===== config.mk =====
export PLATFORM = sky130hd
export DESIGN_NAME = store_buffer_flat
export DESIGN_NICKNAME = d
export VERILOG_FILES = /design/src/rtl/store_buffer_pkg.sv /design/src/rtl/store_buffer_if.sv /design/src/rtl/store_buffer_fwd_search.sv /design/src/rtl/store_buffer.sv /design/src/flat_wrapper.sv
export SDC_FILE = /design/constraint.sdc
export NUM_CORES = 1
export LEC_CHECK = 0
export ABC_AREA = 1
export CAP_MARGIN = 15
export CORE_MARGIN = 8
export CORE_UTILIZATION = 59
export CTS_BUF_LIST = sky130_fd_sc_hd__clkbuf_4 sky130_fd_sc_hd__clkbuf_8 sky130_fd_sc_hd__clkbuf_16
export DETAILED_ROUTE_END_ITERATION = 16
export PLACE_DENSITY = 0.78
export SYNTH_ARGS = -nofsm -noshare
export SYNTH_HDL_FRONTEND = slang
export SYNTH_SLANG_ARGS = --single-unit

===== constraint.sdc =====
create_clock -name clk -period 6.1 [get_ports clk]
set_input_delay 1.22 -clock clk [delete_from_list [all_inputs] [get_ports clk]]
set_output_delay 1.22 -clock clk [all_outputs]
set_load 0.02 [all_outputs]

===== src/rtl/store_buffer_pkg.sv =====
// Shared defaults and the buffered-store entry type for the store buffer.
package store_buffer_pkg;

    localparam int SB_DEPTH = 4;
    localparam int SB_AW    = 32;
    localparam int SB_DW    = 32;

    // One buffered store. Instances with narrower AW/DW zero-extend into
    // these fields, so AW <= SB_AW and DW <= SB_DW.
    typedef struct packed {
        logic [SB_AW-1:0] addr;
        logic [SB_DW-1:0] data;
    } sb_entry_t;

endpackage


===== src/rtl/store_buffer_if.sv =====
// Pipeline-side store/load-forward port and memory-side drain port of the
// store buffer, bundled so the whole handshake travels as one port.
interface store_buffer_if
    import store_buffer_pkg::*;
#(
    parameter int AW = SB_AW,
    parameter int DW = SB_DW
);
    logic          st_valid;
    logic [AW-1:0] st_addr;
    logic [DW-1:0] st_data;
    logic          stall;
    logic [AW-1:0] ld_addr;
    logic          fwd_hit;
    logic [DW-1:0] fwd_data;
    logic          bus_valid;
    logic          bus_ready;
    logic [AW-1:0] bus_addr;
    logic [DW-1:0] bus_data;
    logic          empty;

    // The store buffer itself.
    modport slave (
        input  st_valid, st_addr, st_data, ld_addr, bus_ready,
        output stall, fwd_hit, fwd_data, bus_valid, bus_addr, bus_data, empty
    );

    // The pipeline and data memory that talk to it.
    modport master (
        output st_valid, st_addr, st_data, ld_addr, bus_ready,
        input  stall, fwd_hit, fwd_data, bus_valid, bus_addr, bus_data, empty
    );
endinterface


===== src/rtl/store_buffer_fwd_search.sv =====
// Youngest-match search over the buffered stores for load forwarding.
// Matching is on word address (bits [AW-1:2]); the entry closest to the
// tail pointer wins, and a miss returns zero data.
module sb_fwd_search
    import store_buffer_pkg::*;
#(
    parameter int DEPTH = SB_DEPTH,
    parameter int AW    = SB_AW,
    parameter int DW    = SB_DW,
    parameter int PW    = $clog2(DEPTH)
)
(
    input  sb_entry_t [DEPTH-1:0] entries,
    input  logic [DEPTH-1:0]      occ,
    input  logic [PW-1:0]         tail,
    input  logic [AW-1:0]         ld_addr,
    output logic                  hit,
    output logic [DW-1:0]         data
);

    logic [PW-1:0] idx_s;
    logic          unused_bits_s;

    // Walk from oldest to youngest so the youngest match is written last.
    always_comb begin
        hit   = 1'b0;
        data  = {DW{1'b0}};
        idx_s = {PW{1'b0}};
        for (int k = DEPTH; k >= 1; k--) begin
            idx_s = tail - PW'(k);
            if (occ[idx_s] && (entries[idx_s].addr[AW-1:2] == ld_addr[AW-1:2])) begin
                hit  = 1'b1;
                data = DW'(entries[idx_s].data);
            end else begin
                hit  = hit;
                data = data;
            end
        end
    end

    // Byte-offset bits take no part in the word-address compare.
    always_comb begin
        unused_bits_s = ^ld_addr[1:0];
        for (int i = 0; i < DEPTH; i++) begin
            unused_bits_s = unused_bits_s ^ (^entries[i].addr[1:0]);
        end
    end

endmodule


===== src/rtl/store_buffer.sv =====
// In-order store buffer: a DEPTH-entry circular FIFO between the memory
// stage and data memory, with combinational load forwarding from the
// youngest matching pending store.
module store_buffer
    import store_buffer_pkg::*;
#(
    parameter int DEPTH = SB_DEPTH,
    parameter int AW    = SB_AW,
    parameter int DW    = SB_DW
)
(
    input  logic           clk,
    input  logic           reset,
    store_buffer_if.slave  sb
);

    localparam int             PW       = $clog2(DEPTH);
    localparam int             CW       = PW + 1;
    localparam logic [CW-1:0]  FULL     = CW'(DEPTH);
    localparam logic [CW-1:0]  CNT_ONE  = CW'(1);
    localparam logic [PW-1:0]  PTR_ONE  = PW'(1);

    sb_entry_t [DEPTH-1:0] mem_r;
    logic [PW-1:0]         head_r;
    logic [PW-1:0]         tail_r;
    logic [CW-1:0]         count_r;

    logic                  full_s;
    logic                  nonempty_s;
    logic                  push_s;
    logic                  pop_s;
    logic [PW-1:0]         rel_s;
    logic [DEPTH-1:0]      occ_s;
    logic                  fwd_hit_s;
    logic [DW-1:0]         fwd_data_s;

    // Full/empty come only from the registered count, so stall never
    // depends on bus_ready: a push at full is refused even if a pop happens.
    assign full_s     = (count_r == FULL);
    assign nonempty_s = (count_r != {CW{1'b0}});
    assign push_s     = sb.st_valid && !full_s;
    assign pop_s      = nonempty_s && sb.bus_ready;

    // Pointer and occupancy-count state; reset drops every pending store at once.
    always_ff @(posedge clk or negedge reset) begin
        if (!reset) begin
            head_r  <= {PW{1'b0}};
            tail_r  <= {PW{1'b0}};
            count_r <= {CW{1'b0}};
        end else begin
            if (push_s) begin
                tail_r <= tail_r + PTR_ONE;
            end
            if (pop_s) begin
                head_r <= head_r + PTR_ONE;
            end
            case ({push_s, pop_s})
                2'b10:   count_r <= count_r + CNT_ONE;
                2'b01:   count_r <= count_r - CNT_ONE;
                default: count_r <= count_r;
            endcase
        end
    end

    // Entry storage; contents are only ever observed through occupancy masks.
    always_ff @(posedge clk) begin
        if (push_s) begin
            mem_r[tail_r] <= '{addr: SB_AW'(sb.st_addr), data: SB_DW'(sb.st_data)};
        end
    end

    // A slot is occupied when its distance from head is below the count.
    always_comb begin
        occ_s = {DEPTH{1'b0}};
        rel_s = {PW{1'b0}};
        for (int i = 0; i < DEPTH; i++) begin
            rel_s    = PW'(i) - head_r;
            occ_s[i] = ({1'b0, rel_s} < count_r);
        end
    end

    sb_fwd_search #(
        .DEPTH (DEPTH),
        .AW    (AW),
        .DW    (DW),
        .PW    (PW)
    ) u_fwd (
        .entries (mem_r),
        .occ     (occ_s),
        .tail    (tail_r),
        .ld_addr (sb.ld_addr),
        .hit     (fwd_hit_s),
        .data    (fwd_data_s)
    );

    // Status and head-of-queue outputs, with bus fields zeroed when nothing is pending.
    always_comb begin
        sb.stall     = full_s;
        sb.empty     = !nonempty_s;
        sb.bus_valid = nonempty_s;
        sb.fwd_hit   = fwd_hit_s;
        sb.fwd_data  = fwd_data_s;
        if (nonempty_s) begin
            sb.bus_addr = AW'(mem_r[head_r].addr);
            sb.bus_data = DW'(mem_r[head_r].data);
        end else begin
            sb.bus_addr = {AW{1'b0}};
            sb.bus_data = {DW{1'b0}};
        end
    end

endmodule


===== src/flat_wrapper.sv =====
// flat-port wrapper written by rule: the top's interface ports become plain ports
module store_buffer_flat import store_buffer_pkg::*;
#(
    parameter int DEPTH = SB_DEPTH,
    parameter int AW    = SB_AW,
    parameter int DW    = SB_DW
)
  (clk, reset, sb_st_valid, sb_st_addr, sb_st_data, sb_ld_addr, sb_bus_ready, sb_stall, sb_fwd_hit, sb_fwd_data, sb_bus_valid, sb_bus_addr, sb_bus_data, sb_empty);
  store_buffer_if #(.AW(AW), .DW(DW)) sb_i ();
  input  logic clk;
  input  logic reset;
  input wire logic [$bits(sb_i.st_valid)-1:0] sb_st_valid;
  input wire logic [$bits(sb_i.st_addr)-1:0] sb_st_addr;
  input wire logic [$bits(sb_i.st_data)-1:0] sb_st_data;
  input wire logic [$bits(sb_i.ld_addr)-1:0] sb_ld_addr;
  input wire logic [$bits(sb_i.bus_ready)-1:0] sb_bus_ready;
  output wire logic [$bits(sb_i.stall)-1:0] sb_stall;
  output wire logic [$bits(sb_i.fwd_hit)-1:0] sb_fwd_hit;
  output wire logic [$bits(sb_i.fwd_data)-1:0] sb_fwd_data;
  output wire logic [$bits(sb_i.bus_valid)-1:0] sb_bus_valid;
  output wire logic [$bits(sb_i.bus_addr)-1:0] sb_bus_addr;
  output wire logic [$bits(sb_i.bus_data)-1:0] sb_bus_data;
  output wire logic [$bits(sb_i.empty)-1:0] sb_empty;
  assign sb_i.st_valid = sb_st_valid;
  assign sb_i.st_addr = sb_st_addr;
  assign sb_i.st_data = sb_st_data;
  assign sb_i.ld_addr = sb_ld_addr;
  assign sb_i.bus_ready = sb_bus_ready;
  assign sb_stall = sb_i.stall;
  assign sb_fwd_hit = sb_i.fwd_hit;
  assign sb_fwd_data = sb_i.fwd_data;
  assign sb_bus_valid = sb_i.bus_valid;
  assign sb_bus_addr = sb_i.bus_addr;
  assign sb_bus_data = sb_i.bus_data;
  assign sb_empty = sb_i.empty;
  store_buffer #(.DEPTH(DEPTH), .AW(AW), .DW(DW)) u_core (.clk(clk), .reset(reset), .sb(sb_i));
endmodule

==> results.sh, run 1 <==
export IMPL_ff2ff_path_depth=6
export IMPL_critical_path_most_common_cell="sky130_fd_sc_hd__nand2_1"
export IMPL_min_to="u_core.count_r[1]"
export IMPL_die_w_um=197
export IMPL_tritoncts="done"
export IMPL_num_nets_final=2860
export IMPL_clock_skew_ns=0.0237
export IMPL_floorplan_die_height_um=197
export IMPL_status="finished, final reports clean"
export IMPL_syn_nets=2769
export IMPL_yosysWarningCount=0
export IMPL_clockRootBuffer="sky130_fd_sc_hd__clkbuf_16"
export IMPL_cts_htree_levels=1
export IMPL_area_delta_synth_final_pct=15.5
export IMPL_postRouteWirelength_um=59600
export IMPL_timing_critical_path_slowest_stage_cell="sky130_fd_sc_hd__clkdlybuf4s50_1"
export IMPL_reg2reg_end="u_core.mem_r[240]"
export IMPL_post_cts_buffers=0
export IMPL_cts_repair_resized=0
export IMPL_dpl_hpwl_um=38100
export IMPL_placer_s_final_routability_congestion_estimate=0.918
export IMPL_critical_path_peak_fanout=62
export IMPL_holdCritStartpoint="u_core.count_r[1]"
export IMPL_detail_route_iter0_violations=2198
export IMPL_syn_area_per_cell_um2=7.30
export IMPL_layout_filler_cells=2659
export IMPL_die_area_mm2=0.0390
export IMPL_globalRouteTotalUtil=0.295
export IMPL_worst_hold_slack_ns=0.501
export IMPL_cts_inserted_buffers=30
export IMPL_timing_final_max_slew_violations=0
export IMPL_antenna_left=0
export IMPL_boundaryPins=200
export IMPL_worst_hold_path_num_cells=2
export IMPL_netlist_top_cells_area="sky130_fd_sc_hd__edfxtp_1 40%, sky130_fd_sc_hd__nand2_1 18%, sky130_fd_sc_hd__nand3_1 11%"
export IMPL_antenna_found_initial=5
export IMPL_critical_path_max_stage_delay_ns=0.56
export IMPL_number_of_register_bits_inferred_by_synthesis=263
export IMPL_rr_startpoint="u_core.tail_r[1]"
export IMPL_grt_first_pass_wirelength_um=92700
export IMPL_grt_remaining_overflow=0
export IMPL_worstPathCellList="inv_6, ha_2, inv_6, nand3_1, nand2_1, nand2_1, nand2_1, nand2_1, nor2_1, nand3_1, nor2_2, buf_4, nand3_1, nand2_1, inv_1, nand2_1, a21oi_1, clkdlybuf4s50_1"
export IMPL_cp_capture_type="output pin"
export IMPL_routed_wire_length_per_instance_um=18.5
export IMPL_synth_area_leader_cell="sky130_fd_sc_hd__edfxtp_1"
export IMPL_required_time_at_the_endpoint_of_the_critical_path_ns=4.88
export IMPL_drc=0
export IMPL_worst_ep_arrival_time_ns=4.58
export IMPL_clkTransAtPathRegs_ns=0.06
export IMPL_routed_via_count=19375
export IMPL_drv_cap=0
export IMPL_vias_per_cell=6.02
export IMPL_timing_reg2reg_setup_slack_ns=2.33
export IMPL_power_density_mw_per_mm2=548
export IMPL_detailedRoute_firstPassIterationCount=6
export IMPL_synth_area_mm2=0.0194
export IMPL_crit_family="buffers and inverters"
export IMPL_achievable_frequency_mhz=172
export IMPL_cp_start_kind="flip-flop"
export IMPL_synth_lib_cells_used_distinct=41
export IMPL_hp_class="reg -> reg"
export IMPL_cts_hold_buffers_added=0
export IMPL_floorplan_core_area_mm2=0.0325
export IMPL_number_of_global_route_vias_before_repair=17835
export IMPL_tcrit_tclk_final=0.951
export IMPL_syn_inst=2659
export IMPL_clock_path_buffers=3
export IMPL_total_leakage_power_nw=9.54
export IMPL_largest_net_degree_at_the_start_of_global_routing=116
export IMPL_crit_buf_inv=5
export IMPL_final_min_clock_period_ns=5.80
export IMPL_yosysTopAreaCellShare=0.396
export IMPL_rsz_0062_raised_after_global_routing="no"
export IMPL_cts_sinks=263
export IMPL_worst_skew_pair_latency_ns=0.57
export IMPL_synth_seq_area_share=0.405
export IMPL_std_cell_rows=66
export IMPL_timing_setup_critical_path_class="reg -> out"
export IMPL_max_slew_margin_rel=0.239
export IMPL_timing_hold_violations_final=0
export IMPL_ir_drop_v=0.000448
export IMPL_setup_viol=0
export IMPL_floorplan_initialDensity=0.598
export IMPL_count_of_input_and_output_buffers=197
export IMPL_final_layout_size_suffix_gt1_frac=0.0527
export IMPL_fin_tns_setup_ns=0
export IMPL_tightest_slew_ns=1.13
final cells by class:
type / instances / area, um2 / share of cell area
clock inverter: 11 / 71.3 / 0.00318
timing repair buffer: 235 / 2370 / 0.106
multi-input combinational: 2023 / 9930 / 0.442
tap: 442 / 553 / 0.0246
antenna: 3 / 7.51 / 0.000335
inverter: 197 / 752 / 0.0335
sequential: 263 / 7870 / 0.351
clock buffer: 44 / 887 / 0.0395
per-layer routing:
metal  part of all wire  track usage  routed length (um)  vias up
met2               0.47        0.486               28000     1086
li1                   -            -                   -     9165
met4              0.027        0.103                1590        4
met1               0.40        0.395               23700     8984
met5            0.00039            0                  23        -
met3               0.11       0.0411                6410      136
worst register-to-register path, cell delays in order, from the launching register on:
cell,delay (ns)
sky130_fd_sc_hd__dfrtp_4,0.42
sky130_fd_sc_hd__buf_4,0.60
sky130_fd_sc_hd__buf_4,0.72
sky130_fd_sc_hd__ha_1,0.27
sky130_fd_sc_hd__inv_1,0.06
sky130_fd_sc_hd__nor2_4,0.80
sky130_fd_sc_hd__buf_4,0.51
report_power, final:
part / leakage [nW] / internal [mW] / total (mW) / switching (mW)
Clock: 0.487 / 1.00 / 1.73 / 0.729
Combinational: 6.63 / 2.65 / 7.92 / 5.27
Sequential: 2.42 / 2.40 / 2.64 / 0.237
sequential cells by signal, summed over array words and instances, names as in the netlist:
register and cells:
u_core.count_r 3, u_core.head_r 2, u_core.mem_r 256, u_core.tail_r 2
worst max-delay path by stage:
stage	startpoint	end	cells after the start
after floorplan	u_core.tail_r[1]	u_core.mem_r[0]	9
after global placement	sb_ld_addr[31]	sb_fwd_data[1]	14
after detailed placement	sb_ld_addr[31]	sb_fwd_data[1]	14
after CTS	u_core.tail_r[0]	sb_fwd_data[22]	18
after global routing	u_core.tail_r[0]	sb_fwd_data[27]	18
final	u_core.tail_r[0]	sb_fwd_data[22]	18
kinds of logic after synthesis:
family	synth area share
AO/OA/AOI/OAI	0.122
AND/OR/NAND/NOR	0.323
XOR/XNOR	0.0234
multiplexers	0.0330
adder cells (fa/ha/maj)	0.00683
buffers and inverters	0.0878
flip-flops	0.405
per-stage QoR:
step	std cells	utilization	total power, mW	instance area (um2)	setup slack (ns)
5_1_grt	3218	0.691	13.2	22400	0.0857
3_5_place_dp	3159	0.661	10.4	21400	0.684
4_1_cts	3214	0.690	12.2	22400	0.210
3_3_place_gp	3159	0.661	10.2	21400	0.691
2_1_floorplan	2659	-	8.23	19400	1.43
6_report	3218	0.691	12.3	22400	0.299
cells in the mapped netlist (all sizes together):
cell,count
nand2,917
nand3,413
o21ai,259
edfxtp,256
inv,196
nor2,136
buf,110
clkbuf,66
mux2i,64
xor2,51
a221oi,41
a21oi,39
a31oi,24
a22oi,23
nand4,16
ha,9
o211ai,9
dfrtp,7
or2,7
and2,6
o22ai,3
nand3b,2
and3,1
clkinv,1
fa,1
nor3,1
xnor2,1
cells in the final DEF, fill, tap and decap left out, types with 11 or more instances in the layout:
cell and count:
sky130_fd_sc_hd__a21oi_1 12, sky130_fd_sc_hd__a21oi_2 27, sky130_fd_sc_hd__a221oi_1 41, sky130_fd_sc_hd__a22oi_1 23
sky130_fd_sc_hd__a31oi_1 24, sky130_fd_sc_hd__buf_4 27, sky130_fd_sc_hd__clkbuf_16 30, sky130_fd_sc_hd__clkdlybuf4s50_1 197
sky130_fd_sc_hd__edfxtp_1 256, sky130_fd_sc_hd__inv_1 192, sky130_fd_sc_hd__mux2i_1 64, sky130_fd_sc_hd__nand2_1 916
sky130_fd_sc_hd__nand3_1 410, sky130_fd_sc_hd__nand4_1 16, sky130_fd_sc_hd__nor2_1 122, sky130_fd_sc_hd__nor2_4 11
sky130_fd_sc_hd__o21ai_0 248, sky130_fd_sc_hd__o21ai_1 11, sky130_fd_sc_hd__xor2_1 51
No activity file was read; power rests on OpenSTA's default activity.
==> run 2: changes to the inputs <==
--- a/config.mk
+++ b/config.mk
@@ -8,10 +8,10 @@
 export ABC_AREA = 1
 export CAP_MARGIN = 15
 export CORE_MARGIN = 8
-export CORE_UTILIZATION = 59
+export CORE_UTILIZATION = 63
 export CTS_BUF_LIST = sky130_fd_sc_hd__clkbuf_4 sky130_fd_sc_hd__clkbuf_8 sky130_fd_sc_hd__clkbuf_16
 export DETAILED_ROUTE_END_ITERATION = 16
-export PLACE_DENSITY = 0.78
+export PLACE_DENSITY = 0.83
 export SYNTH_ARGS = -nofsm -noshare
 export SYNTH_HDL_FRONTEND = slang
 export SYNTH_SLANG_ARGS = --single-unit
==> constraint.sdc (replaced) <==
create_clock -name clk -period 7.47 [get_ports clk]
set_input_delay 1.494 -clock clk [delete_from_list [all_inputs] [get_ports clk]]
set_output_delay 1.494 -clock clk [all_outputs]
set_load 0.02 [all_outputs]
==> results.sh, run 2 (synthesis gave the netlist of run 1 again) <==
export IMPL_status="finished, final reports clean"
export IMPL_worst_ep_arrival_time_ns=5.54
export IMPL_power_switching_fraction=0.503
export IMPL_num_nets_final=2853
export IMPL_timing_reg2reg_setup_slack_ns=3.11
export IMPL_cp_capture_type="output pin"
export IMPL_timing_hold_violations_final=0
export IMPL_max_flop_register="u_core.mem_r"
export IMPL_drv_cap=0
export IMPL_cp_start_kind="flip-flop"
export IMPL_critical_path_max_stage_delay_ns=0.81
export IMPL_die_w_um=192
export IMPL_reg2reg_end="u_core.mem_r[78]"
export IMPL_floorplan_initialDensity=0.637
export IMPL_layout_filler_cells=2352
export IMPL_power_density_mw_per_mm2=458
export IMPL_rr_startpoint="u_core.tail_r[0]"
export IMPL_detailedRoute_firstPassIterationCount=8
export IMPL_comb_power_share=0.630
export IMPL_final_layout_size_suffix_gt1_frac=0.0485
export IMPL_die_area_mm2=0.0367
export IMPL_placer_s_final_routability_congestion_estimate=0.890
export IMPL_dpl_hpwl_um=37800
export IMPL_met3_length_um=7090
export IMPL_count_of_input_and_output_buffers=197
export IMPL_std_cell_rows=64
export IMPL_setup_viol=0
export IMPL_postRouteWirelength_um=60700
export IMPL_cts_inserted_buffers=29
export IMPL_holdCritStartpoint="u_core.count_r[1]"
export IMPL_critical_path_peak_fanout=72
export IMPL_reg_top3="u_core.mem_r (256), u_core.count_r (3)"
export IMPL_clock_path_buffers=3
export IMPL_clock_skew_ns=0.00626
export IMPL_ir_drop_v=0.000493
export IMPL_routed_wire_length_per_instance_um=19.2
export IMPL_power_share_of_the_clock_group=0.152
export IMPL_worst_hold_path_num_cells=2
export IMPL_detail_route_iter0_violations=2353
export IMPL_cts_repair_resized=0
export IMPL_worst_skew_pair_latency_ns=0.55
export IMPL_cts_hold_buffers_added=0
export IMPL_fraction_of_power_consumed_by_sequential_logic=0.219
export IMPL_detailed_place_area_mm2=0.0213
export IMPL_globalRouteTotalUtil=0.320
export IMPL_grt_first_pass_wirelength_um=94500
export IMPL_clockRootBuffer="sky130_fd_sc_hd__clkbuf_16"
export IMPL_worst_hold_slack_ns=0.487
export IMPL_cts_sinks=263
export IMPL_routed_via_count=19608
export IMPL_final_cell_mix="916 x sky130_fd_sc_hd__nand2_1, 410 x sky130_fd_sc_hd__nand3_1, 256 x sky130_fd_sc_hd__edfxtp_1, 248 x sky130_fd_sc_hd__o21ai_0, 197 x sky130_fd_sc_hd__clkdlybuf4s50_1"
export IMPL_min_to="u_core.count_r[1]"
export IMPL_routed_wl_met2_um=28100
export IMPL_boundaryPins=200
export IMPL_timing_setup_critical_path_class="reg -> out"
export IMPL_met1Wirelength_um=22900
export IMPL_tcrit_tclk_final=0.941
export IMPL_largest_net_degree_at_the_start_of_global_routing=257
export IMPL_cts_htree_levels=1
export IMPL_floorplan_die_height_um=192
export IMPL_post_cts_buffers=0
export IMPL_netsw_mw=5.15
export IMPL_grt_remaining_overflow=0
export IMPL_maxUsedRoutingLayer="met5"
export IMPL_required_time_at_the_endpoint_of_the_critical_path_ns=5.98
export IMPL_ff2ff_path_depth=6
export IMPL_number_of_global_route_vias_before_repair=18709
export IMPL_fin_tns_setup_ns=0
export IMPL_antenna_found_initial=7
export IMPL_max_slew_margin_rel=0.170
export IMPL_clkTransAtPathRegs_ns=0.06
export IMPL_layout_cell_area_non_filler_mm2=0.0224
export IMPL_floorplan_core_area_mm2=0.0305
export IMPL_timing_critical_path_slowest_stage_cell="sky130_fd_sc_hd__dfrtp_4"
export IMPL_achievable_frequency_mhz=142
export IMPL_total_leakage_power_nw=9.51
export IMPL_largest_reg_flops=256
export IMPL_tightest_slew_ns=1.24
export IMPL_hp_class="reg -> reg"
export IMPL_vias_per_cell=6.20
export IMPL_timing_final_max_slew_violations=0
export IMPL_power_report_internal_total_mw=5.08
export IMPL_commonest_non_fill_non_tap_cell_in_the_layout="sky130_fd_sc_hd__nand2_1"
export IMPL_rsz_0062_raised_after_global_routing="no"
export IMPL_area_delta_synth_final_pct=15.1
export IMPL_antenna_left=0
export IMPL_final_min_clock_period_ns=7.03
export IMPL_worstPathCellList="inv_4, buf_4, buf_4, o211ai_1, nand2_1, xor2_1, nor2_1, nand2_1, nor2_4, nand3_2, nand4_1, clkdlybuf4s50_1"
export IMPL_drc=0
export IMPL_tritoncts="done"
-- run 2: cell count changes in the layout (fill, tap and decap cells not counted), sizes merged --
| cell | change |
|---|---|
| diode | +1 |
| buf | -6 |
| clkbuf | -12 |
| clkinv | +2 |
| clkinvlp | +1 |
| bufinv | +7 |
-- run 2: stage by stage --
stage,utilization,power [mW],setup WS [ns],instances
6_report,0.733,10.2,0.438,3165
3_3_place_gp,0.698,8.32,1.24,3108
5_1_grt,0.733,10.9,0.218,3165
4_1_cts,0.732,10.1,0.583,3161
2_1_floorplan,-,6.72,2.55,2659
3_5_place_dp,0.698,8.55,1.16,3108
-- run 2: metal layers --
layer,vias up,track usage
met4,6,0.164
met5,-,0
met1,8988,0.402
met3,231,0.0577
met2,1215,0.524
li1,9168,-
-- run 2: layout make-up --
class,instances,area [um2],share of cell area
diodes,4,10.0,0.000448
inverters,197,749,0.0335
clock buffers,32,748,0.0335
well taps,396,495,0.0222
clock inverters,21,283,0.0127
multi-input cells,2023,9930,0.444
repair buffers,229,2260,0.101
flip-flops and latches,263,7870,0.352
-- run 2: how the worst max path moves through the flow --
stage | start | slack [ns] | to | depth (start not counted)
after floorplan | u_core.tail_r[1] | 2.55 | sb_fwd_data[21] | 23
after global placement | sb_ld_addr[15] | 1.24 | sb_fwd_data[2] | 13
after detailed placement | u_core.tail_r[1] | 1.16 | sb_fwd_data[1] | 13
after CTS | u_core.tail_r[1] | 0.58 | sb_fwd_hit | 12
after global routing | u_core.tail_r[1] | 0.22 | sb_fwd_data[13] | 15
final | u_core.tail_r[1] | 0.44 | sb_fwd_hit | 12
-- run 2: worst max-delay path, delay by kind of cell (launching register included) --
family,cells,cell delay (ns)
and+or+nand+nor,6,1.72
xor gates and xnor gates,1,0.07
DFF,1,0.81
AOI/OAI and AO/OA,1,0.18
buffers and inverters,4,2.15
-- run 2: power groups by stage --
stage	Clock [mW]	Combinational [mW]	Sequential, mW
after detailed placement	0	6.30	2.25
after CTS	1.56	6.34	2.22
after global routing	1.62	7.06	2.26
final	1.55	6.44	2.24
after floorplan	0	4.60	2.12
after global placement	0	6.09	2.23
